## config.mk

```make
export PLATFORM = sky130hd
export DESIGN_NAME = apb_irq_ctrl_n
export DESIGN_NICKNAME = d
export VERILOG_FILES = /design/src/rtl/apb_irq_pkg.sv /design/src/rtl/irq_src_cell.sv /design/src/rtl/apb_irq_ctrl_n.sv
export SDC_FILE = /design/constraint.sdc
export NUM_CORES = 1
export LEC_CHECK = 0
export BUFFER_PORTS_ARGS = -buffer_cell sky130_fd_sc_hd__buf_2
export CORE_ASPECT_RATIO = 1.4
export CORE_UTILIZATION = 46
export DETAILED_ROUTE_END_ITERATION = 10
export PLACE_DENSITY_LB_ADDON = 0.1
export SLEW_MARGIN = 25
export SYNTH_ARGS = -nofsm -noshare
export SYNTH_HDL_FRONTEND = slang
export SYNTH_HIERARCHICAL = 1
export SYNTH_SLANG_ARGS = --single-unit
```

## constraint.sdc

```tcl
create_clock -name pclk_i -period 2.7 [get_ports pclk_i]
set_clock_uncertainty 0.1 [all_clocks]
set_input_delay 0.27 -clock pclk_i [delete_from_list [all_inputs] [get_ports pclk_i]]
set_output_delay 0.27 -clock pclk_i [all_outputs]
set_load 0.01 [all_outputs]
```

## src/rtl/apb_irq_pkg.sv

```systemverilog
// Shared register map constants and helpers for the APB interrupt controller.
package apb_irq_pkg;

    localparam logic [2:0] REG_CTRL    = 3'd0;
    localparam logic [2:0] REG_STATUS  = 3'd1;
    localparam logic [2:0] REG_MASK    = 3'd2;
    localparam logic [2:0] REG_MODE    = 3'd3;
    localparam logic [2:0] REG_PENDING = 3'd4;
    localparam logic [2:0] REG_VECTOR  = 3'd5;
    localparam logic [2:0] REG_SWSET   = 3'd6;

    localparam int unsigned VECTOR_VALID_BIT = 31;

    // Index of the lowest set bit; 0 when no bit is set.
    function automatic logic [4:0] lowest_set_idx(input logic [31:0] vec);
        logic [4:0] idx;
        idx = '0;
        for (int i = 31; i >= 0; i--) begin
            if (vec[i]) idx = 5'(i);
        end
        return idx;
    endfunction

endpackage

```

## src/rtl/irq_src_cell.sv

```systemverilog
// One interrupt source: input synchroniser, edge/level event detection and STATUS bit.
module irq_src_cell #(
    parameter int unsigned SYNC_STAGES = 2
) (
    input  logic pclk_i,
    input  logic rst_n_i,
    input  logic irq_i,
    input  logic edge_mode_i,
    input  logic gen_i,
    input  logic swset_i,
    input  logic w1c_i,
    output logic status_o
);

    logic [SYNC_STAGES-1:0] sync_q;
    logic                   prev_q;
    logic                   status_q;
    logic                   status_d;
    logic                   sync;
    logic                   ev;

    assign sync = sync_q[SYNC_STAGES-1];
    assign ev   = edge_mode_i ? (sync & ~prev_q) : sync;

    // A set request wins over a simultaneous clear so no event is lost.
    always_comb begin
        status_d = status_q;
        if (gen_i && (ev || swset_i)) begin
            status_d = 1'b1;
        end else if (w1c_i) begin
            status_d = 1'b0;
        end
    end

    always_ff @(posedge pclk_i or negedge rst_n_i) begin
        if (!rst_n_i) begin
            sync_q   <= '0;
            prev_q   <= 1'b0;
            status_q <= 1'b0;
        end else begin
            sync_q   <= {sync_q[SYNC_STAGES-2:0], irq_i};
            prev_q   <= sync;
            status_q <= status_d;
        end
    end

    assign status_o = status_q;

endmodule

```

## src/rtl/apb_irq_ctrl_n.sv

```systemverilog
// APB interrupt controller: register decode, mask/mode/enable and vector priority encoder.
module apb_irq_ctrl_n
    import apb_irq_pkg::*;
#(
    parameter int unsigned NUM_IRQ     = 8,
    parameter int unsigned SYNC_STAGES = 2,
    parameter int unsigned IDX_W       = (NUM_IRQ > 1) ? $clog2(NUM_IRQ) : 1
) (
    input  logic               pclk_i,
    input  logic               rst_n_i,
    input  logic               psel_i,
    input  logic               penable_i,
    input  logic               pwrite_i,
    input  logic [31:0]        paddr_i,
    input  logic [31:0]        pwdata_i,
    output logic [31:0]        prdata_o,
    output logic               pready_o,
    output logic               pslverr_o,
    input  logic [NUM_IRQ-1:0] irq_request_i,
    output logic               interrupt_o
);

    logic [2:0]         reg_idx;
    logic               apb_access;
    logic               apb_wr;
    logic               apb_setup_rd;
    logic               gen_q;
    logic [NUM_IRQ-1:0] mask_q;
    logic [NUM_IRQ-1:0] mode_q;
    logic [NUM_IRQ-1:0] status;
    logic [NUM_IRQ-1:0] pending;
    logic [NUM_IRQ-1:0] w1c;
    logic [NUM_IRQ-1:0] swset;
    logic [4:0]         idx_full;
    logic [31:0]        vector_val;
    logic [31:0]        rdata;
    logic [31:0]        prdata_q;
    logic               irq_q;
    logic               unused_bits;

    assign reg_idx      = paddr_i[4:2];
    assign apb_access   = psel_i & penable_i;
    assign apb_wr       = apb_access & pwrite_i;
    assign apb_setup_rd = psel_i & ~penable_i & ~pwrite_i;
    assign unused_bits  = ^{paddr_i[31:5], paddr_i[1:0], pwdata_i, idx_full};

    assign pready_o  = 1'b1;
    assign pslverr_o = apb_access & ((reg_idx == 3'd7) |
                       (pwrite_i & ((reg_idx == REG_PENDING) | (reg_idx == REG_VECTOR))));

    assign w1c   = (apb_wr && reg_idx == REG_STATUS) ? pwdata_i[NUM_IRQ-1:0] : '0;
    assign swset = (apb_wr && reg_idx == REG_SWSET)  ? pwdata_i[NUM_IRQ-1:0] : '0;

    for (genvar i = 0; i < NUM_IRQ; i++) begin : g_src
        irq_src_cell #(
            .SYNC_STAGES (SYNC_STAGES)
        ) u_src (
            .pclk_i      (pclk_i),
            .rst_n_i     (rst_n_i),
            .irq_i       (irq_request_i[i]),
            .edge_mode_i (mode_q[i]),
            .gen_i       (gen_q),
            .swset_i     (swset[i]),
            .w1c_i       (w1c[i]),
            .status_o    (status[i])
        );
    end

    assign pending  = status & mask_q;
    assign idx_full = lowest_set_idx(32'(pending));

    always_comb begin
        vector_val                   = '0;
        vector_val[VECTOR_VALID_BIT] = |pending;
        vector_val[IDX_W-1:0]        = idx_full[IDX_W-1:0];
    end

    always_comb begin
        rdata = '0;
        case (reg_idx)
            REG_CTRL:    rdata = {31'd0, gen_q};
            REG_STATUS:  rdata = 32'(status);
            REG_MASK:    rdata = 32'(mask_q);
            REG_MODE:    rdata = 32'(mode_q);
            REG_PENDING: rdata = 32'(pending);
            REG_VECTOR:  rdata = vector_val;
            default:     rdata = '0;
        endcase
    end

    always_ff @(posedge pclk_i or negedge rst_n_i) begin
        if (!rst_n_i) begin
            gen_q    <= 1'b0;
            mask_q   <= '0;
            mode_q   <= '0;
            prdata_q <= '0;
            irq_q    <= 1'b0;
        end else begin
            if (apb_wr) begin
                case (reg_idx)
                    REG_CTRL: gen_q  <= pwdata_i[0];
                    REG_MASK: mask_q <= pwdata_i[NUM_IRQ-1:0];
                    REG_MODE: mode_q <= pwdata_i[NUM_IRQ-1:0];
                    default:  ;
                endcase
            end
            if (apb_setup_rd) prdata_q <= rdata;
            irq_q <= gen_q & (|pending);
        end
    end

    assign prdata_o    = prdata_q;
    assign interrupt_o = irq_q;

endmodule

```

==> results.ini <==
[status]
status = complete, no violations

[pwr]
cellPowerDensity_mw_per_mm2 = 685
intPower_mw = 1.64
clock_power_share = 0.355
total_power_mw = 2.24
ir_worst_vdd_uv = 307
netSwitchingPower_uw = 602
seqPwrFrac = 0.489
switching_share = 0.269
leakagePower_nw = 1.55
pwr-share-comb = 0.156

[cts]
cts_root_buf = clkbuf_8
clockBufferDepth = 2
h-tree-depth = 3
numCtsBuffers = 9
postCtsSetupRepairBufs = 0
tritoncts = yes
cts_sinks = 59
clock_latency_ps = 340
path_clk_slew_ps = 60

[synth]
async_flop_share = 1.00
synth_area_mm2 = 0.00282
synth_top_area_share = 0.523
yosysMostFrequentCell = dfrtp_1
syn_inst = 255
synthTopCellsByCount = dfrtp_1, nand2_1, buf_4
synth_edf_count = 0
yosys_most_used_dff = dfrtp_1
synth_area_leaders = dfrtp_1, mux2_2, buf_4
synth_seq_area_share = 0.523
synth_warnings = 6
syn_avg_cell_area_um2 = 11.1
ys_ff_latch = 59
yosysUniqueCellTypes = 37
yosys.area.top_type = dfrtp_1

[worst_hold_path]
worst_hold_path.num_cells = 3
hp-class = input pin to register
hold_start = pwdata_i[1]
min_to = mask_q[1]

[sta]
setup_viol = 0
tightest_slew_ps = 655
period_share = 0.595
rsz0062_at_grt = false
whs_ps = 76.9
period_minus_slack_ps = 1610
max_freq_ghz = 0.622
finalHoldViolCount = 0
relSlewSlack = 0.564
setup_tns_ps = 0
slew_viol_final = 0

[placed_design]
place_inst = 356
post_dp_cell_area_mm2 = 0.00299
gp_congestion = 0.860
io_buffers = 34
place_hpwl_um = 3880

[worst_setup_path]
cp-start-kind = register
cp-end-kind = register
cp.required_ps = 2870
cp_max_fo = 19
path_class = register to register
reg2reg_to = prdata_o[0]
r2r_setup_slack_ps = 1090
ff2ff_path_depth = 3
cp.arrival_ps = 1780
rr_startpoint = gen_q

[floorplanning]
die-area_mm2 = 0.00646
die-height_um = 94.7
ios = 112
core_mm2 = 0.00590
num_rows = 33
start_util = 0.478
die_w_um = 68.2

[final_layout]
drive_gt1_frac = 0.268
fin_area_mm2 = 0.00327
instances_no_fill = 380
nets = 383
n_antenna_cell = 0
areaGrowthSynthToFinish_pct = 15.8

[route]
wl_um = 5490
ant_nets = 0
vias = 1947
dr.pass1.iters = 4
drc = 0
first_iter_violations = 107
drt-vias-per-instance = 5.12
wl_per_cell_um = 14.5

[job]
max_cap_viol_count = 0

[global_route]
grt_pass1_vias = 1801
track_usage = 0.193
grt_pass1_wl_um = 8830
overflow = 0
grt_max_degree = 33
grt_antenna_before_repair = 0

==> critical path, cell delays in order (launching register included) <==
cell       delay, ps
dfrtp_1          760
a21oi_1          160
a2111oi_0        390
a2111o_1         140
==> cell families (layout without fill, tap and decap cells) <==
| family | Yosys count | count (layout) | share of synthesized area |
|---|---|---|---|
| and+or+nand+nor | 82 | 82 | 0.156 |
| DFF | 59 | 59 | 0.523 |
| AOI/OAI and AO/OA | 45 | 45 | 0.129 |
| buffers and inverters | 42 | 75 | 0.0922 |
| muxes | 25 | 25 | 0.0975 |
| other | 2 | 24 | 0.00266 |
==> state kept, by name, summed over array words and instances, names as in the netlist <==
register	flops
g_src.u_src/prev_q	8
interrupt_o	1
mask_q	8
g_src.u_src/sync_q	16
g_src.u_src/status_o	8
prdata_o	9
gen_q	1
mode_q	8
==> how the worst max path moves through the flow <==
stage	start	end	slack [ps]	cells past startpoint
floorplan	paddr_i[3]	mask_q[0]	1170	4
global placement	paddr_i[4]	mode_q[7]	740	5
detailed placement	paddr_i[4]	mode_q[3]	790	5
CTS	gen_q	prdata_o[0]	1040	3
global route	gen_q	prdata_o[0]	940	3
finish	gen_q	prdata_o[0]	1090	3
==> area by class of cell <==
class                      count  area (um2)
clock buffer                  13         159
inverter                      12        45.0
timing repair buffer          48         298
multi-input combinational    176        1170
sequential                    59        1480
clock inverter                 2        35.0
tap                           70        87.6
fill                         556        2640
==> per-layer routing <==
layer | vias to the layer above | wire (um) | track usage
met1 | 934 | 2470 | 0.245
met5 | - | 0 | 0
li1 | 939 | - | -
met4 | 0 | 100 | 0.0990
met3 | 7 | 293 | 0.0531
met2 | 67 | 2630 | 0.295
==> what timing repair did <==
item / 4_1_cts / 5_1_grt
gates resized for setup: 0 / 0
hold endpoints to repair: 67 / 0
endpoints found under the setup margin: 0 / 0
hold buffers: 9 / 0
==> stage by stage <==
stage / setup WS (ps) / utilization
after global routing: 943 / 0.554
final: 1090 / 0.554
after global placement: 743 / 0.506
after floorplan: 1170 / -
after detailed placement: 788 / 0.506
after CTS: 1040 / 0.554
==> cell usage in the layout, fill, tap and decap left out, types with 2 or more instances in the layout <==
| master | instances |
|---|---|
| dfrtp_1 | 59 |
| buf_2 | 34 |
| nand2_1 | 32 |
| and2_1 | 25 |
| conb_1 | 24 |
| mux2_2 | 20 |
| inv_1 | 12 |
| a21oi_1 | 12 |
| clkbuf_8 | 11 |
| dlygate4sd3_1 | 9 |
| o21ai_0 | 8 |
| o221ai_2 | 8 |
| nand3_1 | 5 |
| mux2i_1 | 5 |
| a22oi_1 | 5 |
| buf_4 | 5 |
| nor2b_1 | 4 |
| nor3_1 | 3 |
| nor3b_1 | 3 |
| nor2_1 | 2 |
| and3_1 | 2 |
| a32oi_1 | 2 |
| clkbuf_1 | 2 |
==> power groups by stage <==
stage	clock [mW]	combinational (mW)	sequential, mW
floorplan	0	0.257	1.09
global placement	0	0.338	1.11
detailed placement	0	0.343	1.11
CTS	0.822	0.354	1.10
global route	0.856	0.392	1.11
finish	0.795	0.350	1.09
Power figures use the tool's default switching activity.
